`src/rtl/pp_accum_pkg.sv`:
```
// Shared helpers for the partial-product accumulator bank: width
// calculations and result shaping (saturate or truncate).
package pp_accum_pkg;

    localparam int RES_MAX_W = 64;

    function automatic int ch_w(input int num_ch);
        return (num_ch > 1) ? $clog2(num_ch) : 1;
    endfunction

    function automatic int acc_w(input int data_width, input int acc_depth);
        return 2 * data_width + $clog2(acc_depth) + 1;
    endfunction

    // Low data_width bits of the sum; all-ones instead when saturating an
    // out-of-range sum.
    function automatic logic [RES_MAX_W-1:0] shape_result(
        input logic [RES_MAX_W-1:0] sum,
        input int                   data_width,
        input logic                 invalid,
        input bit                   sat_en
    );
        logic [RES_MAX_W-1:0] mask;
        mask = (64'd1 << data_width) - 64'd1;
        return (sat_en && invalid) ? mask : (sum & mask);
    endfunction

endpackage

```
`src/rtl/pp_accum_bank_if.sv`:
```
// Beat-in / result-out handshake bundle for pp_accum_bank.
interface pp_accum_bank_if
    import pp_accum_pkg::*;
#(
    parameter int DATA_WIDTH = 8,
    parameter int NUM_CH     = 4
);
    localparam int CH_W = ch_w(NUM_CH);

    logic                    in_valid;
    logic                    in_ready;
    logic [CH_W-1:0]         in_ch;
    logic [2*DATA_WIDTH-1:0] in_data;
    logic                    in_cin;
    logic                    out_valid;
    logic                    out_ready;
    logic [CH_W-1:0]         out_ch;
    logic [DATA_WIDTH-1:0]   out_data;
    logic                    out_invalid;
    logic                    out_cout;

    modport master (
        output in_valid, in_ch, in_data, in_cin, out_ready,
        input  in_ready, out_valid, out_ch, out_data, out_invalid, out_cout
    );

    modport slave (
        input  in_valid, in_ch, in_data, in_cin, out_ready,
        output in_ready, out_valid, out_ch, out_data, out_invalid, out_cout
    );
endinterface

```
`src/rtl/pp_accum_lane.sv`:
```
// One accumulation channel: running sum plus beat counter. The lane
// exposes the would-be sum of the current beat and whether that beat
// completes the group; the bank decides what to do with it.
module pp_accum_lane
    import pp_accum_pkg::*;
#(
    parameter int  DATA_WIDTH = 8,
    parameter int  ACC_DEPTH  = 4,
    localparam int ACC_W      = acc_w(DATA_WIDTH, ACC_DEPTH)
) (
    input  logic                    clk,
    input  logic                    reset,
    input  logic                    beat_i,
    input  logic [2*DATA_WIDTH-1:0] data_i,
    input  logic                    cin_i,
    output logic [ACC_W-1:0]        sum_o,
    output logic                    last_o
);
    localparam int CNT_W = (ACC_DEPTH > 1) ? $clog2(ACC_DEPTH) : 1;

    logic [ACC_W-1:0] acc_q, acc_d;
    logic [CNT_W-1:0] cnt_q, cnt_d;

    // ACC_W has headroom for ACC_DEPTH full-scale beats plus carries, so no wrap.
    assign sum_o  = acc_q + ACC_W'(data_i) + ACC_W'(cin_i);
    assign last_o = (cnt_q == CNT_W'(ACC_DEPTH - 1));

    // Accumulate, or clear for the next group once the final beat arrives.
    always_comb begin
        acc_d = acc_q;
        cnt_d = cnt_q;
        if (beat_i) begin
            if (last_o) begin
                acc_d = '0;
                cnt_d = '0;
            end else begin
                acc_d = sum_o;
                cnt_d = cnt_q + 1'b1;
            end
        end
    end

    // Lane state register.
    always_ff @(posedge clk or posedge reset) begin
        if (reset) begin
            acc_q <= '0;
            cnt_q <= '0;
        end else begin
            acc_q <= acc_d;
            cnt_q <= cnt_d;
        end
    end

endmodule

```
`src/rtl/pp_accum_bank.sv`:
```
// Multi-channel partial-product accumulator. Beats are routed to a lane by
// channel; the beat that completes a group loads a single shared output
// register. Optional saturation of out-of-range results is enabled by
// defining PP_ACCUM_SAT_EN (default: truncate).
module pp_accum_bank
    import pp_accum_pkg::*;
#(
    parameter int DATA_WIDTH = 8,
    parameter int NUM_CH     = 4,
    parameter int ACC_DEPTH  = 4
) (
    input  logic             clk,
    input  logic             reset,
    pp_accum_bank_if.slave   bus
);
    localparam int ACC_W = acc_w(DATA_WIDTH, ACC_DEPTH);
    localparam int CH_W  = ch_w(NUM_CH);
`ifdef PP_ACCUM_SAT_EN
    localparam bit SAT_EN = 1'b1;
`else
    localparam bit SAT_EN = 1'b0;
`endif

    logic [ACC_W-1:0]      lane_sum [NUM_CH];
    logic [NUM_CH-1:0]     lane_last;
    logic [ACC_W-1:0]      sel_sum;
    logic                  sel_last;
    logic                  accept;
    logic                  complete;
    logic                  sum_invalid;
    logic                  sum_cout;

    logic                  out_valid_q,   out_valid_d;
    logic [CH_W-1:0]       out_ch_q,      out_ch_d;
    logic [DATA_WIDTH-1:0] out_data_q,    out_data_d;
    logic                  out_invalid_q, out_invalid_d;
    logic                  out_cout_q,    out_cout_d;

    // A held, untaken result blocks input; a result being taken frees the slot this cycle.
    assign bus.in_ready = !(out_valid_q && !bus.out_ready);
    assign accept       = bus.in_valid && bus.in_ready;

    genvar g;
    generate
        for (g = 0; g < NUM_CH; g++) begin : g_lane
            pp_accum_lane #(
                .DATA_WIDTH (DATA_WIDTH),
                .ACC_DEPTH  (ACC_DEPTH)
            ) u_lane (
                .clk    (clk),
                .reset  (reset),
                .beat_i (accept && (bus.in_ch == CH_W'(g))),
                .data_i (bus.in_data),
                .cin_i  (bus.in_cin),
                .sum_o  (lane_sum[g]),
                .last_o (lane_last[g])
            );
        end
    endgenerate

    // Pick the addressed lane's sum and completion flag.
    always_comb begin
        sel_sum  = '0;
        sel_last = 1'b0;
        for (int i = 0; i < NUM_CH; i++) begin
            if (bus.in_ch == CH_W'(i)) begin
                sel_sum  = lane_sum[i];
                sel_last = lane_last[i];
            end
        end
    end

    assign complete    = accept && sel_last;
    assign sum_invalid = |sel_sum[ACC_W-1:DATA_WIDTH];
    assign sum_cout    = |sel_sum[ACC_W-1:2*DATA_WIDTH];

    // Output slot: load on completion (even while the old result leaves), else drain.
    always_comb begin
        out_valid_d   = out_valid_q;
        out_ch_d      = out_ch_q;
        out_data_d    = out_data_q;
        out_invalid_d = out_invalid_q;
        out_cout_d    = out_cout_q;
        if (complete) begin
            out_valid_d   = 1'b1;
            out_ch_d      = bus.in_ch;
            out_data_d    = DATA_WIDTH'(shape_result(RES_MAX_W'(sel_sum), DATA_WIDTH,
                                                     sum_invalid, SAT_EN));
            out_invalid_d = sum_invalid;
            out_cout_d    = sum_cout;
        end else if (out_valid_q && bus.out_ready) begin
            out_valid_d   = 1'b0;
        end
    end

    // Output register.
    always_ff @(posedge clk or posedge reset) begin
        if (reset) begin
            out_valid_q   <= 1'b0;
            out_ch_q      <= '0;
            out_data_q    <= '0;
            out_invalid_q <= 1'b0;
            out_cout_q    <= 1'b0;
        end else begin
            out_valid_q   <= out_valid_d;
            out_ch_q      <= out_ch_d;
            out_data_q    <= out_data_d;
            out_invalid_q <= out_invalid_d;
            out_cout_q    <= out_cout_d;
        end
    end

    assign bus.out_valid   = out_valid_q;
    assign bus.out_ch      = out_ch_q;
    assign bus.out_data    = out_data_q;
    assign bus.out_invalid = out_invalid_q;
    assign bus.out_cout    = out_cout_q;

endmodule

```
`src/flat_wrapper.sv`:
```
// flat-port wrapper written by rule: the top's interface ports become plain ports
module pp_accum_bank_flat import pp_accum_pkg::*;
#(
    parameter int DATA_WIDTH = 8,
    parameter int NUM_CH     = 4,
    parameter int ACC_DEPTH  = 4
)
  (clk, reset, bus_in_valid, bus_in_ch, bus_in_data, bus_in_cin, bus_out_ready, bus_in_ready, bus_out_valid, bus_out_ch, bus_out_data, bus_out_invalid, bus_out_cout);
  pp_accum_bank_if #(.DATA_WIDTH(DATA_WIDTH), .NUM_CH(NUM_CH)) bus_i ();
  input  logic clk;
  input  logic reset;
  input wire logic [$bits(bus_i.in_valid)-1:0] bus_in_valid;
  input wire logic [$bits(bus_i.in_ch)-1:0] bus_in_ch;
  input wire logic [$bits(bus_i.in_data)-1:0] bus_in_data;
  input wire logic [$bits(bus_i.in_cin)-1:0] bus_in_cin;
  input wire logic [$bits(bus_i.out_ready)-1:0] bus_out_ready;
  output wire logic [$bits(bus_i.in_ready)-1:0] bus_in_ready;
  output wire logic [$bits(bus_i.out_valid)-1:0] bus_out_valid;
  output wire logic [$bits(bus_i.out_ch)-1:0] bus_out_ch;
  output wire logic [$bits(bus_i.out_data)-1:0] bus_out_data;
  output wire logic [$bits(bus_i.out_invalid)-1:0] bus_out_invalid;
  output wire logic [$bits(bus_i.out_cout)-1:0] bus_out_cout;
  assign bus_i.in_valid = bus_in_valid;
  assign bus_i.in_ch = bus_in_ch;
  assign bus_i.in_data = bus_in_data;
  assign bus_i.in_cin = bus_in_cin;
  assign bus_i.out_ready = bus_out_ready;
  assign bus_in_ready = bus_i.in_ready;
  assign bus_out_valid = bus_i.out_valid;
  assign bus_out_ch = bus_i.out_ch;
  assign bus_out_data = bus_i.out_data;
  assign bus_out_invalid = bus_i.out_invalid;
  assign bus_out_cout = bus_i.out_cout;
  pp_accum_bank #(.DATA_WIDTH(DATA_WIDTH), .NUM_CH(NUM_CH), .ACC_DEPTH(ACC_DEPTH)) u_core (.clk(clk), .reset(reset), .bus(bus_i));
endmodule
```
`config.mk`:
```
export PLATFORM = sky130hd
export DESIGN_NAME = pp_accum_bank_flat
export DESIGN_NICKNAME = d
export VERILOG_FILES = /design/src/rtl/pp_accum_pkg.sv /design/src/rtl/pp_accum_bank_if.sv /design/src/rtl/pp_accum_lane.sv /design/src/rtl/pp_accum_bank.sv /design/src/flat_wrapper.sv
export SDC_FILE = /design/constraint.sdc
export NUM_CORES = 1
export LEC_CHECK = 0
export BUFFER_PORTS_ARGS = -buffer_cell sky130_fd_sc_hd__buf_2
export CAP_MARGIN = 20
export CORE_MARGIN = 3
export CORE_UTILIZATION = 60
export DETAILED_ROUTE_END_ITERATION = 8
export MAX_ROUTING_LAYER = met4
export PLACE_DENSITY = 0.84
export SLEW_MARGIN = 15
export SYNTH_ARGS = -nofsm -noshare
export SYNTH_HDL_FRONTEND = slang
export SYNTH_SLANG_ARGS = --single-unit
```
`constraint.sdc`:
```
create_clock -name clk -period 4.4 [get_ports clk]
set_input_delay 1.32 -clock clk [delete_from_list [all_inputs] [get_ports clk]]
set_output_delay 1.32 -clock clk [all_outputs]
set_load 0.02 [all_outputs]
```
==> flow_summary.toml <==
[worst_setup_path]
path_class = "input pin to flip-flop"
end_kind = "flip-flop"
cp-start-kind = "input pin"
r2r-start = "u_core.g_lane[1].u_lane.acc_q[0]"
required_ns = 4.62
cp_max_fo = 4
slowest_stage = "fa_1"
cp_cell_sequence = "buf_2 -> fa_1 -> fa_1 -> a211oi_1 -> nor2_1 -> o21ai_2 -> buf_4 -> nor2_1 -> nor4b_1 -> nand4_1 -> a221o_1 -> o21ai_1 -> a41oi_1"
reg2reg_slack_ns = 0.90
cp-startpoint = "bus_in_cin"
slowest_delay_ns = 0.49
worstPathArrival_ns = 4.48

[route]
drtPass1Iterations = 5
vias = 6940
drt-vias-per-instance = 6.52
postRouteWirelength_mm = 21.0
drtIter0Drc = 791
wl_per_cell_um = 19.7
ant_nets = 0
drc = 0

[power]
finalPower_uw = 6460
ir_drop_v = 0.000398
p_leak_uw = 0.00380
p_switching_uw = 2970
swShare_pct = 46.0
intPower_uw = 3490
p_comb_share_pct = 63.0
pwr-share-clk_pct = 12.7
seq_power_share_pct = 24.2
powerDensity_nw_per_um2 = 766

[timing]
fmax_ghz = 0.235
worst_slew_pin_slew_ns = 0.952
setup_viol = 0
rsz0062_at_grt = "false"
layout_setup_ws_ns = 0.147
relSlewSlack_pct = 36.3
fin_crit_ns = 4.25
hold_viol = 0
fin_crit_sh_pct = 96.7
setup_tns_ns = 0
slew_violations = 0
fin_skew_ns = 0.0127

[synthesis]
yosys-top-cells-count = "97 x dfrtp_1, 84 x nand2_1, 77 x o21ai_0"
ys_ff_latch = 97
netlist_instances = 848
avgSynthCellArea_um2 = 9.00
synth_top_area_share_pct = 31.8
async_reset_ff_share_pct = 100
ys.warnings.count = 0
synth_seq_area_share_pct = 31.8
synth.most_common_cell = "dfrtp_1"
synth_nets = 943
syn_area_um2 = 7630
yosys.area.top_type = "dfrtp_1"
synth_ff_type = "dfrtp_1"
synth_edf_count = 0
netlist_top_cells_area = "dfrtp_1 32%, ha_1 10%, o21ai_0 5.1%, a22o_1 4.1%, nand2_1 4.1%"
synth_cell_types = 77

[placed_design]
dpl.cell_count = 1048
place_hpwl_mm = 15.7
place_ws_ns = -0.0547
place.port_buffers = 36
routabilityCongestion = 1.01

[cells_and_area]
synthToLayoutAreaGrowth_pct = 10.4
nNetsFinal = 986
insertedDiodeCount = 0
fin_cells = 1064
fillers = 997
final_util_pct = 69.0
final_layout_size_suffix_gt1_share_pct = 12.8

[hold_path]
hold_class = "flip-flop to flip-flop"
hold_start = "u_core.g_lane[3].u_lane.acc_q[8]"

[grt]
grt_max_degree = 52
grt_pass1_wl_mm = 34.0
grt_usage_pct = 31.0
grt_pass1_vias = 6627
grt_overflow_total = 0
antenna_found_initial = 0

[cts]
cts_tree = "yes"
clk_pin_slew_ns = 0.07
numCtsBuffers = 9
cts.path.max_buffers = 2
cts_setup_buffers = 0
post_cts_resize_count = 0
insertion_delay_ns = 0.36
hold_buffers = 0
cts-root-buf = "clkbuf_16"
cts.htree.levels = 3
cts.sinks = 97

[floorplan]
rows = 40
ios = 37
start_util_pct = 62.5
die_area_um2 = 14100
die_h_um = 119
core_um2 = 12200
fp.dieW_um = 119

[run_status]
outcome = "completed"

[flow_run]
cap_violations = 0
## cells by family (layout without fill, tap and decap cells)
family | count (synthesis) | count (layout) | share of synthesized area [%]
flip-flops | 97 | 97 | 31.8
adder cells (fa/ha/maj) | 72 | 72 | 12.6
AO/OA/AOI/OAI | 310 | 310 | 27.6
buffers and inverters | 68 | 116 | 3.39
XOR/XNOR | 54 | 54 | 6.20
multiplexers | 19 | 19 | 3.80
AND/OR/NAND/NOR | 228 | 228 | 14.6
## flip-flops by register name, indices dropped and copies added, names as in the netlist
signal and cells:
u_core.bus.out_ch 2, u_core.g_lane.u_lane.cnt_q 8, u_core.bus.out_data 8, u_core.bus.out_cout 1
u_core.g_lane.u_lane.acc_q 76, u_core.bus.out_invalid 1, u_core.bus.out_valid 1
## power groups by stage
| stage | sequential, uW | clock, uW | combinational [uW] |
|---|---|---|---|
| after detailed placement | 1560 | 0 | 3960 |
| after global routing | 1610 | 861 | 4470 |
| after floorplan | 1550 | 0 | 2910 |
| final | 1570 | 823 | 4070 |
| after global placement | 1550 | 0 | 3870 |
| after CTS | 1560 | 822 | 3990 |
## final timing paths
check,end,depth (start not counted)
min reg2reg,u_core.g_lane[3].u_lane.acc_q[8],2
max reg2reg,u_core.bus.out_invalid,12
max,u_core.bus.out_invalid,13
max in group asynchronous,u_core.g_lane[3].u_lane.acc_q[12],3
min,u_core.g_lane[3].u_lane.acc_q[8],2
min in group asynchronous,u_core.g_lane[1].u_lane.cnt_q[1],2
## per-layer routing
metal  share of wire (%)  up-vias  wire length [um]  GRT usage (%)
met3                 9.1       56              1900           6.03
li1                    -     3278                 -              -
met5                   0        -                 0              -
met4                 3.1        0               651           12.6
met2                  46      320              9600           46.7
met1                  42     3286              8820           41.4
## stage by stage
stage / cell area [um2] / hold WS, ns
2_1_floorplan: 7630 / 0.447
3_3_place_gp: 8130 / 0.459
3_5_place_dp: 8130 / 0.473
4_1_cts: 8430 / 0.489
5_1_grt: 8430 / 0.506
6_report: 8430 / 0.485
## worst max-delay path: cells and delay by family
kind                       cells  cell delay (ns)
and+or+nand+nor                4             0.78
buffers and inverters          2             0.29
adders and majority gates      2             0.94
AOI/OAI and AO/OA              5             1.13
## area by class of cell
type / instances / area (um2) / share of cell area (%)
Tap cell: 168 / 210 / 2.49
Timing Repair Buffer: 66 / 418 / 4.96
Multi-Input combinational cell: 683 / 4940 / 58.7
Clock buffer: 12 / 246 / 2.92
Clock inverter: 4 / 51.3 / 0.609
Inverter: 34 / 130 / 1.54
Sequential cell: 97 / 2430 / 28.8
## cell usage in the layout (no fill, tap or decap), types with 14 or more instances in the layout
cell type  instances
a21oi_1           61
dfrtp_1           97
buf_2             36
inv_1             32
nor3_1            26
o21ai_0           77
nor2_1            37
buf_4             29
ha_1              64
xor2_1            19
a21o_1            16
xnor2_1           35
a22o_1            36
nand3_1           14
nand2_1           84
(Power assumes the default switching activity.)
